==> src/rtl/imm_extend_pipe.sv <==
// rtl/imm_extend_pipe.sv - registered immediate extender with two-entry skid buffer
module imm_extend_pipe #(
    parameter int DATA_W        = 32,
    parameter int IMM_W         = 16,
    parameter int SHAMT_W       = 5,
    parameter int SHAMT_LSB     = 11,
    parameter bit LEGACY_DECODE = 1'b0
) (
    input  logic              clk,
    input  logic              rst,
    input  logic              in_valid,
    output logic              in_ready,
    input  logic [5:0]        op_code,
    input  logic [2:0]        mode,
    input  logic [IMM_W-1:0]  instr,
    output logic              out_valid,
    input  logic              out_ready,
    output logic [DATA_W-1:0] ext_imm,
    output logic              out_err
);

    localparam int PAD_W = DATA_W - IMM_W;

    localparam logic [2:0] MODE_SEXT   = 3'd0;
    localparam logic [2:0] MODE_ZEXT   = 3'd1;
    localparam logic [2:0] MODE_SHAMT  = 3'd2;
    localparam logic [2:0] MODE_UPPER  = 3'd3;
    localparam logic [2:0] MODE_BRANCH = 3'd4;

    localparam logic [5:0] OP_SHIFT = 6'b000010;

    // ST_TWO is the only state where the skid register holds a word
    typedef enum logic [1:0] {
        ST_EMPTY = 2'd0,
        ST_ONE   = 2'd1,
        ST_TWO   = 2'd2
    } state_t;

    state_t            state;
    state_t            state_nx;

    logic [2:0]        eff_mode;
    logic [DATA_W-1:0] sext_val;
    logic [DATA_W-1:0] new_imm;
    logic              new_err;

    logic [DATA_W-1:0] main_imm;
    logic              main_err;
    logic [DATA_W-1:0] skid_imm;
    logic              skid_err;

    logic              accept;
    logic              load_main_new;
    logic              load_main_skid;
    logic              load_skid;

    // in_ready comes straight from the state register, never from out_ready
    assign in_ready  = (state != ST_TWO);
    assign accept    = in_valid & in_ready;
    assign out_valid = (state != ST_EMPTY);
    assign ext_imm   = main_imm;
    assign out_err   = main_err;

    assign sext_val = {{PAD_W{instr[IMM_W-1]}}, instr};

    // Choose the extension mode: legacy builds decode it from the opcode
    always_comb begin
        eff_mode = mode;
        if (LEGACY_DECODE) begin
            eff_mode = (op_code == OP_SHIFT) ? MODE_SHAMT : MODE_SEXT;
        end
    end

    // Compute the extended operand for the word currently offered
    always_comb begin
        new_imm = '0;
        new_err = 1'b0;
        case (eff_mode)
            MODE_SEXT:   new_imm = sext_val;
            MODE_ZEXT:   new_imm = {{PAD_W{1'b0}}, instr};
            MODE_SHAMT:  new_imm = {{(DATA_W-SHAMT_W){1'b0}}, instr[SHAMT_LSB +: SHAMT_W]};
            MODE_UPPER:  new_imm = {instr, {PAD_W{1'b0}}};
            MODE_BRANCH: new_imm = {sext_val[DATA_W-3:0], 2'b00};
            default: begin
                new_imm = '0;
                new_err = 1'b1;
            end
        endcase
    end

    // Buffer state register
    always_ff @(posedge clk or negedge rst) begin
        if (!rst) begin
            state <= ST_EMPTY;
        end else begin
            state <= state_nx;
        end
    end

    // Next state and register load enables
    always_comb begin
        state_nx       = state;
        load_main_new  = 1'b0;
        load_main_skid = 1'b0;
        load_skid      = 1'b0;
        case (state)
            ST_EMPTY: begin
                if (accept) begin
                    state_nx      = ST_ONE;
                    load_main_new = 1'b1;
                end
            end
            ST_ONE: begin
                if (accept && out_ready) begin
                    load_main_new = 1'b1;
                end else if (accept) begin
                    state_nx  = ST_TWO;
                    load_skid = 1'b1;
                end else if (out_ready) begin
                    state_nx = ST_EMPTY;
                end
            end
            ST_TWO: begin
                if (out_ready) begin
                    state_nx       = ST_ONE;
                    load_main_skid = 1'b1;
                end
            end
            default: begin
                state_nx = ST_EMPTY;
            end
        endcase
    end

    // Main (output) register: loads a fresh word or the older skid word
    always_ff @(posedge clk or negedge rst) begin
        if (!rst) begin
            main_imm <= '0;
            main_err <= 1'b0;
        end else if (load_main_skid) begin
            main_imm <= skid_imm;
            main_err <= skid_err;
        end else if (load_main_new) begin
            main_imm <= new_imm;
            main_err <= new_err;
        end
    end

    // Skid register: catches the word accepted while the output is stalled
    always_ff @(posedge clk or negedge rst) begin
        if (!rst) begin
            skid_imm <= '0;
            skid_err <= 1'b0;
        end else if (load_skid) begin
            skid_imm <= new_imm;
            skid_err <= new_err;
        end
    end

endmodule
==> config.mk <==
export PLATFORM = sky130hd
export DESIGN_NAME = imm_extend_pipe
export DESIGN_NICKNAME = d
export VERILOG_FILES = /design/src/rtl/imm_extend_pipe.sv
export SDC_FILE = /design/constraint.sdc
export NUM_CORES = 1
export LEC_CHECK = 0
export CAP_MARGIN = 10
export CORE_MARGIN = 2
export CORE_UTILIZATION = 45
export CTS_BUF_LIST = sky130_fd_sc_hd__clkbuf_8
export DETAILED_ROUTE_END_ITERATION = 8
export GPL_ROUTABILITY_DRIVEN = 0
export PLACE_DENSITY = 0.7
export RECOVER_POWER = 25
export SLEW_MARGIN = 20
export SYNTH_ARGS = -nofsm -noshare
export SYNTH_HDL_FRONTEND = slang
export SYNTH_SLANG_ARGS = --single-unit
export TNS_END_PERCENT = 100
==> constraint.sdc <==
create_clock -name clk -period 1.62 [get_ports clk]
set_input_delay 0.486 -clock clk [delete_from_list [all_inputs] [get_ports clk]]
set_output_delay 0.486 -clock clk [all_outputs]
set_load 0.005 [all_outputs]
# Yosys cells after proc, flatten, opt, wreduce, memory -nomap -nowiden
# Cells that the tools add are included.
# op_classes
n_reduce_logical	7
eq_ne	11
n_bitwise	1
mux	19
# op_table
operator	n
32-bit one-hot mux with 5 select lines	1
32-bit 2-to-1 mux	2
2-bit 2-to-1 mux	5
1-bit 2-to-1 mux	9
2-bit != test (second input constant)	4
3-bit by 2-bit == test with 1-bit output (second input constant)	2
2-bit one-hot mux with 3 select lines	1
5-bit OR reduction	1
4-bit AND reduction	1
2-bit nonzero test	2
3-bit by 1-bit == test with 1-bit output (second input constant)	1
3-bit == test (second input constant)	1
3-bit zero test	1
3-bit != test (second input constant)	1
2-bit by 1-bit == test with 1-bit output (second input constant)	1
2-bit == test (second input constant)	1
2-bit zero test	1
1-bit one-hot mux with 2 select lines	1
1-bit AND	1
1-bit logical AND	1
# totals
reg_bits	68
output_inout_bits	35
wordCells	43
in_bits	29

# Depth between registers and ports, before layout
# Gate-level depths: netlist (run 1).
# logic_depth
word_depth	7
depth_mapped	6
mapped_depth_nobuf	3

# Least setup slack after synthesis (run 1)
# Ideal clock, no wire load.
# synth_timing
path_type	input to register
startpoint	input port out_ready
endpoint	register main_imm[22], in the netlist ext_imm[22]
path_stages	6
t_arrival_ns	1.369
setup_ns	0.129
path_buffers	3
t_required_ns	1.491
path_slack_ns	0.122
cell_sequence	buf_4 > and3b_1 > buf_4 > a21oi_4 > buf_4 > o31ai_1
# synth_via
elab_chain_cells	4
word_cells_on_any_way	7
classes_between	5 x mux; 2 x reduce/logical
# synth_rtl
item	line	rtl
start: declaration	17	input logic out_ready,
1-bit logical AND	114	if (accept && out_ready) begin
1-bit 2-to-1 mux	114	
1-bit one-hot mux with 2 select lines	106	case (state)
2-bit nonzero test (no source line)	--	
end signal: assignment	141	main_imm <= skid_imm;
end signal: assignment	144	main_imm <= new_imm;
end: declaration	47	logic [DATA_W-1:0] main_imm;
# Several ways; a longest one is shown, not always the timed one.
# A chain may end at the register's enable or synchronous reset.

# Final worst setup path (run 1)
# layout_timing
startpoint	register state[0]
endpoint	output port out_valid
# layout_via
elab_chain_cells	1
# layout_rtl
item	line	rtl
start: declaration	39	state_t state;
start signal: assignment	96	state <= state_nx;
2-bit nonzero test	60	assign out_valid = (state != ST_EMPTY);
end: declaration	16	output logic out_valid,
# Every way passes these cells.

==> flow_metrics.env, run 1 <==
export IMPL_clk_path_buf_depth=2
export IMPL_violations="setup timing"
export IMPL_fin_crit_sh_pct=104
export IMPL_dr_total_vias=3686
export IMPL_arrival_ps=1190
export IMPL_clkPwrFrac_pct=24.9
export IMPL_final_nets=530
export IMPL_synth_area_leaders="dfrtp_1 (46%), o21ai_0 (6.6%), a211oi_1 (5.3%)"
export IMPL_grt_pass1_wl_mm=17.2
export IMPL_dieArea_mm2=0.00900
export IMPL_drv_slew=0
export IMPL_clkSlewWorstSetupHoldPaths_ps=70
export IMPL_layout_setup_ws_ps=-57.9
export IMPL_syn_area_per_cell_um2=9.34
export IMPL_p_int_w=0.00410
export IMPL_p_leak_nw=2.41
export IMPL_coreArea_mm2=0.00809
export IMPL_wl_per_cell_um=19.0
export IMPL_outcome="finished with violations"
export IMPL_die_w_um=94.9
export IMPL_finish_utilization_pct=68.2
export IMPL_crit_buf_inv=2
export IMPL_max_freq_mhz=596
export IMPL_period_needed_ps=1680
export IMPL_hold_class="primary input to asynchronous set/reset pin"
export IMPL_antenna_found_initial=0
export IMPL_rows=33
export IMPL_tightest_slew_ps=951
export IMPL_drt_total_wl_mm=11.6
export IMPL_slew_limit_headroom_pct=36.6
export IMPL_grt_overflow=0
export IMPL_cts_sinks=68
export IMPL_path_class="register to output pin"
export IMPL_power_share_sequential_pct=40.9
export IMPL_drc_errors=0
export IMPL_grt_max_degree=69
export IMPL_hold_viol_final=0
export IMPL_first_pass_iters=4
export IMPL_clock_skew_ps=7.22
export IMPL_numCtsBuffers=9
export IMPL_drive_above_1_share_pct=29.2
export IMPL_fin_setup_tns_ps=-388
export IMPL_setup_viol=19
export IMPL_synth_net_count=427
export IMPL_die_y_um=94.9
export IMPL_ir_worst_vdd_v=0.000484
export IMPL_yosys_area_top_type="dfrtp_1"
export IMPL_vias_per_cell=6.05
export IMPL_grt_pass1_vias=3446
export IMPL_start_kind="register"
export IMPL_place_ws_ps=-466
export IMPL_hold_buffers=0
export IMPL_num_fill_cells=613
export IMPL_clockRootBuffer="clkbuf_8"
export IMPL_n_antenna_cell=0
export IMPL_first_iter_violations=223
export IMPL_slowest_delay_ps=400
export IMPL_crit_family="flip-flops"
export IMPL_p_per_area_mw_per_mm2=1080
export IMPL_yosysSeqAreaShare_pct=45.8
export IMPL_cp_cell_sequence="buf_6, or2_4, buf_6"
export IMPL_cts_htree_levels=3
export IMPL_switchingPower_w=0.00184
export IMPL_yosys_register_bits=68
export IMPL_netlist_area_leader_share_pct=45.8
export IMPL_port_buffers=57
export IMPL_drtAntennaViolNets=0
export IMPL_grt_setup_unrepaired="yes"
export IMPL_required_ps=1130
export IMPL_area_growth_pct=48.4
export IMPL_power_frac_comb_pct=34.1
export IMPL_crit_path_top_delay_cell="dfrtp_1"
export IMPL_worstSkewPairLatency_ps=350
export IMPL_cts_tree="built"
export IMPL_sw_frac_of_total_pct=31.0
export IMPL_synth_area_mm2=0.00372
export IMPL_cpMostUsedCell="buf_6"
export IMPL_io_pins=64
export IMPL_yosysUniqueCellTypes=36
export IMPL_dpl_hpwl_mm=6.54
export IMPL_drv_cap=0
export IMPL_design_area_mm2=0.00552
export IMPL_yosysWarningCount=0
export IMPL_dpl_cell_area_mm2=0.00468
export IMPL_initial_core_util_pct=45.9
export IMPL_gr_usage_all_layers_pct=24.8
export IMPL_path_max_fanout=2
export IMPL_synth_cells=398
export IMPL_power_total_w=0.00594
export IMPL_endpoint_kind="output pin"
-- power by group through the flow --
stage	clock, W	combinational, W	sequential (W)
after CTS	0.00150	0.00176	0.00240
after floorplan	0	0.000794	0.00242
after detailed placement	0	0.00171	0.00245
after global routing	0.00157	0.00221	0.00247
final	0.00148	0.00203	0.00243
after global placement	0	0.00167	0.00243
-- synthesized netlist by cell type --
master / n
o22ai_1: 1
nor2b_1: 7
nand2b_1: 3
o21ai_0: 49
a21oi_1: 13
a311oi_1: 2
inv_1: 2
nor4_1: 3
a211oi_1: 26
mux2_2: 2
o21ai_2: 1
nor3b_1: 11
and3b_1: 7
a31oi_1: 16
o211ai_1: 23
nand3b_1: 1
nand4bb_1: 1
mux2i_1: 2
clkbuf_1: 10
nor3_1: 3
nor4bb_1: 5
inv_2: 1
nor3b_4: 1
nor2_1: 26
o31ai_1: 17
a22oi_1: 1
a21oi_4: 1
buf_2: 20
clkbuf_2: 2
or2_2: 1
a221oi_1: 1
and4bb_2: 10
dfrtp_1: 68
buf_6: 3
buf_4: 9
nand2_1: 49
-- worst paths after layout --
kind,slack [ps],cells past startpoint,from,endpoint
min in group clk,480,2,skid_imm[24],skid_imm[24]
worst max-delay path,-60,3,state[0],out_valid
max in group asynchronous,600,2,rst,out_err
worst min-delay path,380,2,rst,skid_imm[21]
worst max register to register,-50,6,state[0],ext_imm[27]
worst min register to register,480,2,skid_imm[24],skid_imm[24]
-- per-stage QoR --
stage,hold WS (ps),std cells
5_1_grt,470,609
3_5_place_dp,471,567
6_report,376,609
2_1_floorplan,190,398
3_3_place_gp,462,567
4_1_cts,165,599
-- state kept, by name, summed over array words and instances (netlist names) --
signal,cells
skid_err,1
state,2
skid_imm,32
ext_imm,32
out_err,1
-- cells by family (layout without fill, tap and decap cells) --
logic type,after synthesis,in the layout,synth area share [%]
AOI/OAI and AO/OA,151,151,26.1
and+or+nand+nor,128,128,19.9
DFF,68,68,45.8
buffers and inverters,47,153,7.00
muxes,4,4,1.14
-- final cells by class --
cell class	count	area (um2)	area share (%)
multi-input cells	283	2020	36.7
flip-flops and latches	68	1700	30.9
clock inverters	1	30.0	0.544
repair buffers	136	1440	26.1
clock buffers	13	179	3.24
inverters	3	11.3	0.204
well taps	105	131	2.38
-- repair_timing --
action / 4_1_cts / 5_1_grt
gates cloned: 3 / 5
setup buffers: 15 / 5
endpoints found under the hold margin: 0 / 0
pin swaps: 4 / 15
setup endpoints to repair: 85 / 42
gates resized for setup: 52 / 57
-- metal layers --
metal  wire (um)  global-route usage (%)
met5           0                       0
met4         251                    11.2
met3         696                    4.39
met2        5720                    39.2
met1        4930                    33.2
-- layout by cell type (no fill, tap or decap), types with 13 or more instances in the layout --
cell type and n:
dfrtp_1 68, buf_4 50, o21ai_0 48, nand2_1 48
dlygate4sd2_1 36, a211oi_1 24, o211ai_1 23, nor2_1 20
clkdlybuf4s50_1 17, a31oi_1 15, a21oi_1 13, clkbuf_8 13
No activity file was read; power rests on OpenSTA's default activity.
==> inputs of run 2 (changes only) <==
--- a/config.mk
+++ b/config.mk
@@ -11,6 +11,7 @@
 export CTS_BUF_LIST = sky130_fd_sc_hd__clkbuf_8
 export DETAILED_ROUTE_END_ITERATION = 8
 export GPL_ROUTABILITY_DRIVEN = 0
+export MAX_ROUTING_LAYER = met4
 export PLACE_DENSITY = 0.7
 export RECOVER_POWER = 25
 export SLEW_MARGIN = 20
==> run 2 against run 1 <==
The run still ends with setup timing left. Sequential power about the same. Worst hold slack got worse by 0.72 ps. Non-clock buffer count increased by 3. Sequential share of layout area decreased by 0.32 points. Via count decreased by 1.2%. Sequential cell count unchanged. Register-to-register slack about the same. Fmax decreased by 0.38%. Critical path depth increased by 3. Core utilization increased by 0.71 points. Global-route usage increased by 0.64 points. Clock power about the same.
==> flow_metrics.env, run 2 (synthesized netlist as in run 1, its figures left out) <==
export IMPL_outcome="finished with violations"
export IMPL_violations="setup timing"
export IMPL_reg2regPathDepth=6
export IMPL_grt_overflow=0
export IMPL_first_pass_iters=4
export IMPL_place_ws_ps=-466
export IMPL_reg2reg_from="state[0]"
export IMPL_slew_limit_headroom_pct=37.6
export IMPL_drive_above_1_share_pct=30.4
export IMPL_max_freq_mhz=594
export IMPL_power_share_sequential_pct=40.6
export IMPL_crit_end="ext_imm[27]"
export IMPL_drv_slew=0
export IMPL_cts_sinks=68
export IMPL_setup_viol=15
export IMPL_finish_utilization_pct=68.9
export IMPL_dpl_hpwl_mm=6.54
export IMPL_wirelength_met1_mm=5.02
export IMPL_power_total_w=0.00596
export IMPL_crit_path_top_delay_cell="a211oi_1"
export IMPL_sw_frac_of_total_pct=30.9
export IMPL_first_iter_violations=307
export IMPL_worstSkewPairLatency_ps=340
export IMPL_clkPwrFrac_pct=24.9
export IMPL_clock_skew_ps=7.68
export IMPL_reg2reg_to="ext_imm[27]"
export IMPL_cts_tree="built"
export IMPL_grt_pass1_vias=3459
export IMPL_drc_errors=0
export IMPL_ir_worst_vdd_v=0.000470
export IMPL_regToRegSetupSlack_ps=-60
export IMPL_coreArea_mm2=0.00809
export IMPL_slowest_delay_ps=420
export IMPL_hold_viol_final=0
export IMPL_drtAntennaViolNets=0
export IMPL_drv_cap=0
export IMPL_start_kind="register"
export IMPL_p_leak_nw=2.44
export IMPL_period_needed_ps=1680
export IMPL_port_buffers=57
export IMPL_numCtsBuffers=9
export IMPL_antenna_found_initial=0
export IMPL_io_pins=64
export IMPL_path_max_fanout=6
export IMPL_dieArea_mm2=0.00900
export IMPL_grt_max_degree=69
export IMPL_dr_total_vias=3642
export IMPL_cpMostUsedCell="buf_6"
export IMPL_grt_setup_unrepaired="yes"
export IMPL_required_ps=1830
export IMPL_fin_crit_sh_pct=104
export IMPL_n_antenna_cell=0
export IMPL_hold_buffers=0
export IMPL_routed_wl_met2_mm=5.66
export IMPL_p_per_area_mw_per_mm2=1070
export IMPL_crit_family="compound AO/OA/AOI/OAI gates"
export IMPL_layout_setup_ws_ps=-64.3
export IMPL_area_growth_pct=50.0
export IMPL_grt_pass1_wl_mm=17.2
export IMPL_endpoint_kind="register"
export IMPL_design_area_mm2=0.00557
export IMPL_path_class="register to register"
export IMPL_power_frac_comb_pct=34.5
export IMPL_dpl_cell_area_mm2=0.00468
export IMPL_layout_common_cells="dfrtp_1 (68), o21ai_0 (49), nand2_1 (49)"
export IMPL_wl_met3_um=595
export IMPL_gr_usage_all_layers_pct=25.4
export IMPL_arrival_ps=1900
export IMPL_vias_per_cell=5.95
export IMPL_drt_total_wl_mm=11.6
export IMPL_crit_start="state[0]"
export IMPL_crit_cells=6
export IMPL_cts_htree_levels=3
export IMPL_cp_cell_sequence="buf_6, buf_6, and3b_4, buf_12, a211oi_1, o31ai_4"
export IMPL_tightest_slew_ps=936
export IMPL_rows=33
export IMPL_clockRootBuffer="clkbuf_8"
export IMPL_final_nets=533
export IMPL_fin_setup_tns_ps=-268
export IMPL_crit_buf_inv=3
export IMPL_layout_commonest_cell="dfrtp_1"
export IMPL_p_int_w=0.00412
export IMPL_die_y_um=94.9
export IMPL_switchingPower_w=0.00184
export IMPL_clk_path_buf_depth=2
export IMPL_die_w_um=94.9
export IMPL_initial_core_util_pct=45.9
export IMPL_clkSlewWorstSetupHoldPaths_ps=70
export IMPL_top_layer="met4"
export IMPL_hold_class="primary input to asynchronous set/reset pin"
export IMPL_wl_per_cell_um=19.0
-- run 2: cell types whose count changed in the layout (fill, tap and decap cells not counted), sizes merged --
cell	previous run	this run
clkbuf	20	21
buf	74	76
clkdlybuf4s50	17	16
dlymetal6s2s	1	2
-- run 2: worst min-delay path by stage --
stage,startpoint,end
after floorplan,rst,ext_imm[0]
after global placement,skid_imm[26],skid_imm[26]
after detailed placement,skid_imm[10],skid_imm[10]
after CTS,rst,ext_imm[21]
after global routing,rst,ext_imm[22]
final,rst,skid_imm[21]
-- run 2: per-layer routing --
metal / track usage, % / vias up
met3: 3.67 / 28
met4: 12.0 / 0
met5: - / -
met2: 39.3 / 123
met1: 33.0 / 1798
li1: - / 1693
-- run 2: worst register-to-register path, delay by kind of cell, from the launching register on --
kind | cells | cell delay, ps
compound gates | 2 | 530
buf+inv | 3 | 390
flops | 1 | 380
simple gates | 1 | 260
-- run 2: cell type report --
type	instances	area, um2
Fill cell	603	2520
Sequential cell	68	1700
Clock buffer	13	179
Inverter	3	11.3
Timing Repair Buffer	139	1510
Tap cell	105	131
Clock inverter	1	30.0
Multi-Input combinational cell	283	2010
-- run 2: power groups by stage --
stage / Sequential, W / Clock [W] / Combinational, W
after detailed placement: 0.00245 / 0 / 0.00171
after CTS: 0.00240 / 0.00150 / 0.00176
after global placement: 0.00243 / 0 / 0.00167
after floorplan: 0.00242 / 0 / 0.000794
after global routing: 0.00247 / 0.00158 / 0.00224
final: 0.00242 / 0.00148 / 0.00205
-- run 2: metrics by stage --
| step | std cells | hold slack, ps |
|---|---|---|
| 6_report | 612 | 375 |
| 5_1_grt | 612 | 457 |
| 4_1_cts | 599 | 165 |
| 3_5_place_dp | 567 | 471 |
| 3_3_place_gp | 567 | 462 |
| 2_1_floorplan | 398 | 190 |
-- run 2: repair_timing --
action / in CTS / in global routing
setup endpoints to repair: 85 / 43
setup buffers: 15 / 5
hold endpoints to repair: 0 / 0
cloned: 3 / 8
pin swaps: 4 / 22
gates resized for setup: 52 / 61
==> inputs of run 3 (changes only) <==
--- a/config.mk
+++ b/config.mk
@@ -5,7 +5,6 @@
 export SDC_FILE = /design/constraint.sdc
 export NUM_CORES = 1
 export LEC_CHECK = 0
-export CAP_MARGIN = 10
 export CORE_MARGIN = 2
 export CORE_UTILIZATION = 45
 export CTS_BUF_LIST = sky130_fd_sc_hd__clkbuf_8
==> constraint.sdc (replaced) <==
create_clock -name clk -period 1.85 [get_ports clk]
set_input_delay 0.555 -clock clk [delete_from_list [all_inputs] [get_ports clk]]
set_output_delay 0.555 -clock clk [all_outputs]
set_load 0.005 [all_outputs]
==> run 3 against run 2 <==
The run now ends clean. Sequential power is 12% lower. Via count shrank 7.6%. Register-to-register slack better by 220 ps. Worst setup slack better by 85 ps. First-iteration DRC count decreased by 29%. Wire length down 16%. Global-route usage is 1.6 points lower. Combinational power shrank 25%. Worst hold slack gained 63 ps. Highest routed layer unchanged. Final cell count fell by 4.6%.
==> flow_metrics.env, run 3 (synthesized netlist as in run 1, its figures left out) <==
export IMPL_fin_crit_sh_pct=98.9
export IMPL_grt_pass1_vias=3136
export IMPL_clockRootBuffer="clkbuf_8"
export IMPL_max_freq_mhz=547
export IMPL_wl_per_cell_um=16.8
export IMPL_period_needed_ps=1830
export IMPL_gr_usage_all_layers_pct=23.9
export IMPL_holdWs_ps=438
export IMPL_power_share_sequential_pct=44.6
export IMPL_io_pins=64
export IMPL_port_buffers=57
export IMPL_p_int_w=0.00328
export IMPL_antenna_found_initial=0
export IMPL_first_pass_iters=4
export IMPL_start_kind="register"
export IMPL_p_per_area_mw_per_mm2=977
export IMPL_hold_class="primary input to asynchronous set/reset pin"
export IMPL_fin_setup_tns_ps=0
export IMPL_cp_cell_sequence="clkdlybuf4s50_1"
export IMPL_drv_slew=0
export IMPL_outcome="finished clean"
export IMPL_dr_total_vias=3367
export IMPL_cts_tree="built"
export IMPL_arrival_ps=1270
export IMPL_ir_worst_vdd_v=0.000397
export IMPL_worstSkewPairLatency_ps=360
export IMPL_power_frac_comb_pct=32.3
export IMPL_die_w_um=94.9
export IMPL_cts_sinks=68
export IMPL_clkSlewWorstSetupHoldPaths_ps=70
export IMPL_grt_overflow=0
export IMPL_area_growth_pct=30.8
export IMPL_tightest_slew_ps=940
export IMPL_switchingPower_w=0.00147
export IMPL_drive_above_1_share_pct=17.7
export IMPL_final_nets=504
export IMPL_p_leak_nw=2.04
export IMPL_vias_per_cell=5.77
export IMPL_clkPwrFrac_pct=23.1
export IMPL_die_y_um=94.9
export IMPL_first_iter_violations=218
export IMPL_crit_family="buffers and inverters"
export IMPL_dpl_hpwl_mm=6.25
export IMPL_dpl_cell_area_mm2=0.00459
export IMPL_slew_limit_headroom_pct=37.3
export IMPL_path_max_fanout=2
export IMPL_n_antenna_cell=0
export IMPL_instances_no_fill=584
export IMPL_design_area_mm2=0.00486
export IMPL_setup_viol=0
export IMPL_drtAntennaViolNets=0
export IMPL_dieArea_mm2=0.00900
export IMPL_slowest_delay_ps=520
export IMPL_sw_frac_of_total_pct=30.9
export IMPL_drt_total_wl_mm=9.83
export IMPL_drc_errors=0
export IMPL_dpl_cell_count=559
export IMPL_grt_setup_unrepaired="no"
export IMPL_initial_core_util_pct=45.9
export IMPL_cts_htree_levels=3
export IMPL_numCtsBuffers=9
export IMPL_path_class="register to output pin"
export IMPL_required_ps=1290
export IMPL_crit_buf_inv=1
export IMPL_layout_common_cells="dfrtp_1 (68), clkdlybuf4s50_1 (51), o21ai_0 (49), nand2_1 (49), buf_4 (40)"
export IMPL_clock_skew_ps=8.68
export IMPL_grt_pass1_wl_mm=16.1
export IMPL_grt_max_degree=69
export IMPL_crit_path_top_delay_cell="clkdlybuf4s50_1"
export IMPL_clk_path_buf_depth=2
export IMPL_rows=33
export IMPL_hold_viol_final=0
export IMPL_layout_commonest_cell="dfrtp_1"
export IMPL_drv_cap=0
export IMPL_coreArea_mm2=0.00809
export IMPL_endpoint_kind="output pin"
## run 3: metrics by stage
stage	utilization [%]	total power [W]	setup WS, ps
after floorplan	-	0.00281	283
after global placement	56.7	0.00357	-336
after detailed placement	56.7	0.00361	-370
after CTS	59.3	0.00474	4.67
after global routing	60.1	0.00504	7.16
final	60.1	0.00475	20.5
## run 3: metal layers
| layer | vias to the layer above | wire, um | global-route usage (%) |
|---|---|---|---|
| li1 | 1624 | - | - |
| met1 | 1650 | 4520 | 32.4 |
| met2 | 82 | 4770 | 36.8 |
| met3 | 11 | 387 | 4.07 |
| met4 | 0 | 154 | 7.25 |
| met5 | - | 0 | - |
## run 3: cell type report
| cell class | instances | area (um2) |
|---|---|---|
| Clock buffer | 11 | 151 |
| Clock inverter | 4 | 17.5 |
| Fill cell | 715 | 3230 |
| Inverter | 3 | 11.3 |
| Multi-Input combinational cell | 283 | 1770 |
| Sequential cell | 68 | 1700 |
| Tap cell | 105 | 131 |
| Timing Repair Buffer | 110 | 1080 |
## run 3: power groups by stage
stage | clock network [W] | logic (W) | registers, W
finish | 0.00110 | 0.00153 | 0.00212
global route | 0.00117 | 0.00171 | 0.00217
CTS | 0.00111 | 0.00150 | 0.00212
detailed placement | 0 | 0.00146 | 0.00215
global placement | 0 | 0.00144 | 0.00213
floorplan | 0 | 0.000696 | 0.00212
## run 3: worst paths after layout
check / slack, ps / startpoint / depth (start not counted) / end
hold / removal: 440 / rst / 2 / ext_imm[21]
setup / recovery: 20 / ext_imm[2] / 1 / ext_imm[2]
max in group asynchronous: 800 / rst / 2 / state[0]
setup reg to reg: 160 / state[0] / 6 / ext_imm[14]
hold reg to reg: 480 / skid_imm[0] / 2 / skid_imm[0]
min in group clk: 480 / skid_imm[0] / 2 / skid_imm[0]
## run 3: repair_timing
action,4_1_cts,5_1_grt
cloned,0,1
setup endpoints to repair,3,10
pin swaps,1,1
hold buffers,0,0
buffers inserted,4,5
endpoints found under the hold margin,0,0
resized for setup,2,9
